## src/rtl/polynomial_taps_loader.sv

```systemverilog
// Shadow bank of G_POLY_ORDER+1 coefficients streamed over valid/ready into the estimator's tap port.
// Optional WAIT_DONE timeout with sticky load_error when POLY_TAPS_LOADER_TIMEOUT_EN is defined.
module polynomial_taps_loader #(
    parameter int G_POLY_ORDER = 5,
    localparam int C_N = G_POLY_ORDER + 1,
    localparam int C_FP_DWIDTH = 32,
    localparam int C_ADDR_WIDTH = (C_N > 1) ? $clog2(C_N) : 1
) (
    input  logic                    clk,
    input  logic                    reset,
    input  logic                    enable,
    input  logic                    coef_wr_en,
    input  logic [C_ADDR_WIDTH-1:0] coef_wr_addr,
    input  logic [C_FP_DWIDTH-1:0]  coef_wr_data,
    input  logic                    start,
    output logic                    busy,
    output logic                    load_done,
    output logic                    load_error,
    output logic [C_FP_DWIDTH-1:0]  taps_prog_din,
    output logic                    taps_prog_din_valid,
    input  logic                    taps_prog_din_ready,
    input  logic                    taps_prog_done
);

    // state      | meaning
    // ST_IDLE    | bank writable, waiting for start
    // ST_SEND    | streaming taps 0..N-1, valid held high
    // ST_WAIT_DONE | all taps sent, waiting for the estimator's done level
    // ST_ERROR   | done never arrived in time; sticky until start or reset
    typedef enum logic [1:0] {
        ST_IDLE,
        ST_SEND,
        ST_WAIT_DONE
`ifdef POLY_TAPS_LOADER_TIMEOUT_EN
        , ST_ERROR
`endif
    } state_t;

    localparam logic [C_ADDR_WIDTH-1:0] C_LAST_IDX = C_ADDR_WIDTH'(C_N - 1);
    localparam logic [C_ADDR_WIDTH:0]   C_N_EXT    = (C_ADDR_WIDTH + 1)'(C_N);

    state_t                   state_q, state_d;
    logic [C_ADDR_WIDTH-1:0]  idx_q, idx_d;
    logic [C_FP_DWIDTH-1:0]   din_q, din_d;
    logic                     valid_q, valid_d;
    logic                     done_q, done_d;
    logic [C_FP_DWIDTH-1:0]   bank_q [C_N];

    logic                     wr_hit;
    logic                     launch;
    logic                     hs;
    logic [C_ADDR_WIDTH-1:0]  idx_next;
    logic [C_FP_DWIDTH-1:0]   first_tap;

`ifdef POLY_TAPS_LOADER_TIMEOUT_EN
    localparam logic [15:0] C_TMO_LAST = 16'd4095;
    logic        err_q, err_d;
    logic [15:0] tmo_q, tmo_d;
`endif

    assign wr_hit   = coef_wr_en && ({1'b0, coef_wr_addr} < C_N_EXT) && (state_q == ST_IDLE);
    assign hs       = valid_q && taps_prog_din_ready;
    assign idx_next = idx_q + 1'b1;

    // A write to entry 0 in the start cycle must reach the first tap.
    assign first_tap = (wr_hit && (coef_wr_addr == '0)) ? coef_wr_data : bank_q[0];

`ifdef POLY_TAPS_LOADER_TIMEOUT_EN
    assign launch = enable && start && ((state_q == ST_IDLE) || (state_q == ST_ERROR));
`else
    assign launch = enable && start && (state_q == ST_IDLE);
`endif

    always_ff @(posedge clk) begin
        if (reset) begin
            for (int i = 0; i < C_N; i++) begin
                bank_q[i] <= '0;
            end
        end else if (wr_hit) begin
            bank_q[coef_wr_addr] <= coef_wr_data;
        end
    end

    always_comb begin
        state_d = state_q;
        idx_d   = idx_q;
        din_d   = din_q;
        valid_d = valid_q;
        done_d  = 1'b0;
`ifdef POLY_TAPS_LOADER_TIMEOUT_EN
        err_d   = err_q;
        tmo_d   = tmo_q;
`endif
        if (launch) begin
            idx_d   = '0;
            din_d   = first_tap;
            valid_d = 1'b1;
            state_d = ST_SEND;
`ifdef POLY_TAPS_LOADER_TIMEOUT_EN
            err_d   = 1'b0;
`endif
        end else if (enable) begin
            case (state_q)
                ST_SEND: begin
                    if (hs) begin
                        if (idx_q == C_LAST_IDX) begin
                            valid_d = 1'b0;
                            state_d = ST_WAIT_DONE;
`ifdef POLY_TAPS_LOADER_TIMEOUT_EN
                            tmo_d   = '0;
`endif
                        end else begin
                            idx_d = idx_next;
                            din_d = bank_q[idx_next];
                        end
                    end
                end
                ST_WAIT_DONE: begin
                    if (taps_prog_done) begin
                        done_d  = 1'b1;
                        state_d = ST_IDLE;
`ifdef POLY_TAPS_LOADER_TIMEOUT_EN
                    end else if (tmo_q == C_TMO_LAST) begin
                        err_d   = 1'b1;
                        state_d = ST_ERROR;
                    end else begin
                        tmo_d = tmo_q + 16'd1;
`endif
                    end
                end
                default: ;
            endcase
        end
    end

    always_ff @(posedge clk) begin
        if (reset) begin
            state_q <= ST_IDLE;
            idx_q   <= '0;
            din_q   <= '0;
            valid_q <= 1'b0;
            done_q  <= 1'b0;
        end else begin
            state_q <= state_d;
            idx_q   <= idx_d;
            din_q   <= din_d;
            valid_q <= valid_d;
            done_q  <= done_d;
        end
    end

`ifdef POLY_TAPS_LOADER_TIMEOUT_EN
    always_ff @(posedge clk) begin
        if (reset) begin
            err_q <= 1'b0;
            tmo_q <= '0;
        end else begin
            err_q <= err_d;
            tmo_q <= tmo_d;
        end
    end

    assign load_error = err_q;
`else
    assign load_error = 1'b0;
`endif

    assign busy                = (state_q != ST_IDLE);
    assign load_done           = done_q;
    assign taps_prog_din       = din_q;
    assign taps_prog_din_valid = valid_q;

endmodule

```

## config.mk

```make
export PLATFORM = sky130hd
export DESIGN_NAME = polynomial_taps_loader
export DESIGN_NICKNAME = d
export VERILOG_FILES = /design/src/rtl/polynomial_taps_loader.sv
export SDC_FILE = /design/constraint.sdc
export NUM_CORES = 1
export LEC_CHECK = 0
export CORE_UTILIZATION = 54
export DETAILED_ROUTE_END_ITERATION = 6
export PLACE_DENSITY = 0.76
export SLEW_MARGIN = 20
export SYNTH_ARGS = -nofsm -noshare
export SYNTH_HDL_FRONTEND = slang
export SYNTH_SLANG_ARGS = --single-unit
export TNS_END_PERCENT = 100
```

## constraint.sdc

```tcl
create_clock -name clk -period 2.3 [get_ports clk]
set_input_delay 0.23 -clock clk [delete_from_list [all_inputs] [get_ports clk]]
set_output_delay 0.23 -clock clk [all_outputs]
set_load 0.005 [all_outputs]
```

# == Yosys cells after proc, flatten, opt, wreduce, memory -nomap -nowiden ==
# Memory sizes are Yosys's and may differ from the RTL's.
# Index checks and enable logic that the tools add are counted.
# classes
bitwise,3
magnitude_cmp,1
n_mux,26
addsub,1
reduce_logical,23
eq_ne,10
# op_table
cell,n
two-way mux 32 bit,7
OR reduction 32 bit,1
two-way mux 1 bit,14
AND reduction 4 bit,3
nonzero test 2 bit,6
AND reduction 5 bit,2
"inequality test 3 bit, second input constant",3
"inequality test 2 bit, second input constant",4
logical AND 1 bit,6
two-way mux 2 bit,3
one-hot mux 2 bit (2 select lines),1
OR reduction 4 bit,1
"adder 3 x 1 -> 3 bit, second input constant",1
"equality test 3 bit, second input constant",1
logical NOT 3 bit,1
"less-than comparator 3 bit, second input constant",1
two-way mux 3 bit,1
inverter 1 bit,3
nonzero test 3 bit,1
"equality test 2 x 1 -> 1 bit, second input constant",1
"equality test 2 bit, second input constant",1
logical NOT 2 bit,1
OR reduction 2 bit,1
# word_totals
out_inout_bits,36
in_bits,42
n_memories,1
ff_bits,39
mem_bits_rw,192
# mem_list
name,depth,width,rd,rd_ports_with_merged_regs,write_ports,line,source
bank_q,6,32,2,0,6,47,logic [C_FP_DWIDTH-1:0] bank_q [C_N];

# == Longest topological paths before layout ==
# depth
word_depth,8
depth_mapped,9
ltp_nobuf,6

# == Worst setup path before layout ==
# Ideal clock, no wire load.
# synth_path
path_type,reg2reg
start,register state_q[0]
end,memory bank_q[4][0] (enable)
required_ps,1912
period_less_slack_ps,2312
path_stages_with_launch,7
path_buffers,3
arrival_ps,1924
setup_slack_ps,-12
path_cell_list,dfxtp_1 buf_2 nor3b_2 and2_1 buf_4 clkbuf_1 a21o_1
# synth_rtl
item,line,source
"start, declared",42,"state_t state_q, state_d;"
"start signal, assigned",144,state_q <= state_d;
"end, declared",47,

# == Worst setup path in the final report ==
# layout_path
start,register state_q[1]
end,output port busy
# layout_between
elab_chain_cells,1
# layout_rtl
item,line,source
nonzero test 2 bit,168,assign busy = (state_q != ST_IDLE);
"end, declared",16,"output logic busy,"
# No other way between the ends.

==> flow_summary.yaml <==
grt:
  grt_overflow: 0
  grtUsageTotal_pct: 26.6
  grt_pass1_vias: 9133
  grt_pass1_wl_um: 52100
  antenna_found_initial: 0
  grt_max_degree: 80
logic_synthesis:
  synthesis.area_um2: 13700
  ys_async_sr_fraction_pct: 0
  yosys_most_used_dff: "edfxtp_1"
  synth-edff-count: 256
  postSynthCellCount: 986
  yosys_warnings: 0
  ys_seq_area_share_pct: 61.9
  synth-seq-cells: 295
  ys_types: 53
  syn_area_per_cell_um2: 13.9
power_and_ir_drop:
  seq_power_share_pct: 50.3
  vdd_ir_drop_max_mv: 0.678
  power.density_nw_per_um2: 742
  p_sw_share_pct: 21.3
  switchingPower_mw: 2.60
  clock_power_share_pct: 43.4
  p_leak_nw: 6.44
  internal_power_mw: 9.61
  power_frac_comb_pct: 6.4
detailed_routing:
  firstDrtPassIters: 6
  routedWlPerCell_um: 22.9
  ant_nets: 0
  drt_iter0_drc: 973
  vias: 8982
  drc: 0
  finalWirelength_um: 33700
  via_per_inst: 6.10
die:
  core_area_um2: 24600
  fp.dieH_um: 161
  initial_core_util_pct: 55.6
  dieArea_um2: 26000
  die_w_um: 161
  ioPinCount: 78
  rows: 57
cts:
  cts_setup_buffers: 0
  cts_made_buffers: 31
  cts_num_sinks: 295
  path_clk_slew_ns: 0.06
  cts_buffer_depth: 3
  worst_skew_pair.late_latency_ns: 0.56
  ctsHoldBuffers: 0
  clockRootBuffer: "clkbuf_16"
  cts_htree_levels: 1
  cts_tree: "yes"
  cts_resized: 0
worst_setup_path:
  crit_path_start: "state_q[1]$_SDFFE_PP0P_"
  cp-start-kind: "flop"
  worst_setup_path_end_kind: "output port"
  crit_required_ns: 2.07
  r2r_start: "idx_q[0]$_SDFFE_PP0P_"
  critPathSlowestCell: "dfxtp_1"
  critPathKind: "reg -> out"
  cp.arrival_ns: 1.92
  path_max_fanout: 10
  path_cells: "nor2_1, buf_4, inv_1, clkdlybuf4s50_1"
  timing.reg2reg.setup_slack_ns: 0.25
  slowest_delay_ns: 0.55
worst_hold_path:
  min_from: "taps_prog_done"
  min_path_type: "in -> reg"
layout:
  area_growth_pct: 20.3
  nNetsFinal: 1169
  final_cell_mix: "256 x edfxtp_1, 116 x and2_1, 88 x and3_1"
  nFillCells: 1739
  n_antenna_cell: 0
  drive_above_1_share_pct: 16.2
  mostFrequentLayoutCell: "edfxtp_1"
sta:
  max_clock_freq_ghz: 0.465
  skew_ns: 0.0169
  hold_viol: 0
  finalSetupTns_ns: 0
  fin_ws_ns: 0.149
  setup_viol: 0
  maxSlewHeadroom_pct: 62.2
  slew_violations: 0
  rsz0062_at_grt: "no"
  period_minus_slack_ns: 2.15
  min_period_over_period_pct: 93.5
  worst_pin_slew_ns: 0.567
placement:
  io_buffers: 76
  dp_hpwl_um: 20800
  place_ws_ns: 0.174
  gp_congestion: 0.788
run_status:
  outcome: "complete, no violations"
job:
  drv_cap: 0
-- worst max-delay path, delay by kind of cell (launching register included) --
family / cells / cell delay (ns)
flip-flops: 1 / 0.55
buffers and inverters: 3 / 0.71
AND/OR/NAND/NOR: 1 / 0.10
-- final timing paths --
check,endpoint,depth (start not counted)
worst max-delay path,busy,4
worst min-delay path,load_done$_SDFF_PP0_,3
worst max register to register,taps_prog_din[6]$_SDFFE_PP0P_,7
worst min register to register,taps_prog_din[4]$_SDFFE_PP0P_,2
-- through the flow --
| stage | instance area (um^2) | total power, mW | hold WS [ns] | util (%) | cells |
|---|---|---|---|---|---|
| after floorplan | 13900 | 6.58 | 0.369 | - | 1050 |
| after global placement | 15400 | 6.99 | 0.457 | 62.5 | 1416 |
| after detailed placement | 15400 | 7.02 | 0.458 | 62.5 | 1416 |
| after CTS | 16500 | 12.3 | 0.367 | 66.9 | 1473 |
| after global routing | 16500 | 12.6 | 0.391 | 66.9 | 1473 |
| final | 16500 | 12.2 | 0.389 | 66.9 | 1473 |
-- registers in the layout (all words and copies together) (netlist names) --
name,flops
bank_q,256
taps_prog_din,32
idx_q,3
state_q,2
load_done,1
taps_prog_din_valid,1
-- routing by layer --
layer | vias to the layer above | GRT usage [%] | part of all wire, %
met5 | - | 0 | 0
met4 | 0 | 9.35 | 3.0
met3 | 71 | 4.55 | 7.6
met2 | 408 | 44.7 | 50
met1 | 4489 | 35.0 | 40
li1 | 4014 | - | -
-- synth_stat cells, types with 5 or more instances --
| cell | instances | share of area, % |
|---|---|---|
| nand2_1 | 38 | 1.0 |
| and3_1 | 88 | 4.0 |
| a22oi_1 | 20 | 1.1 |
| nor3_1 | 24 | 0.88 |
| a21oi_1 | 5 | 0.18 |
| mux4_2 | 35 | 5.8 |
| nand4_1 | 12 | 0.55 |
| dfxtp_1 | 39 | 5.7 |
| o21ai_0 | 12 | 0.44 |
| clkbuf_1 | 41 | 1.1 |
| and4_1 | 20 | 1.3 |
| mux2i_1 | 33 | 2.4 |
| nand3_1 | 6 | 0.22 |
| mux4_1 | 7 | 1.3 |
| mux2_2 | 12 | 0.99 |
| a31oi_1 | 41 | 1.9 |
| nor3b_1 | 46 | 2.5 |
| o211ai_2 | 10 | 0.91 |
| edfxtp_1 | 256 | 56 |
| inv_1 | 5 | 0.14 |
| nand3b_1 | 22 | 1.2 |
| a21boi_0 | 11 | 0.60 |
| and2_1 | 116 | 5.3 |
| buf_4 | 9 | 0.49 |
| clkbuf_2 | 9 | 0.33 |
| nor2_1 | 5 | 0.14 |
| buf_2 | 30 | 1.1 |
-- power groups by stage --
stage,Clock (mW),Combinational [mW],Sequential [mW]
floorplan,0,0.360,6.22
global placement,0,0.749,6.24
detailed placement,0,0.765,6.25
CTS,5.35,0.771,6.14
global route,5.56,0.830,6.16
finish,5.30,0.781,6.14
-- kinds of logic after synthesis --
| logic type | synth area share [%] |
|---|---|
| XOR/XNOR | 0.192 |
| flip-flops | 61.9 |
| AO/OA/AOI/OAI | 5.66 |
| AND/OR/NAND/NOR | 18.1 |
| multiplexers | 10.5 |
| adder cells (fa/ha/maj) | 0.183 |
| buffers and inverters | 3.46 |
| other | 0.0274 |
-- cell type report --
type                    instances  area, um^2  area share [%]
multi-input cells             657        5030            30.6
well taps                     324         405            2.46
clock inverters                20         256            1.56
flip-flops and latches        295        8470            51.5
inverters                       5        18.8           0.114
clock buffers                  37         830            5.04
repair buffers                135        1440            8.76
No activity file was read; power rests on OpenSTA's default activity.
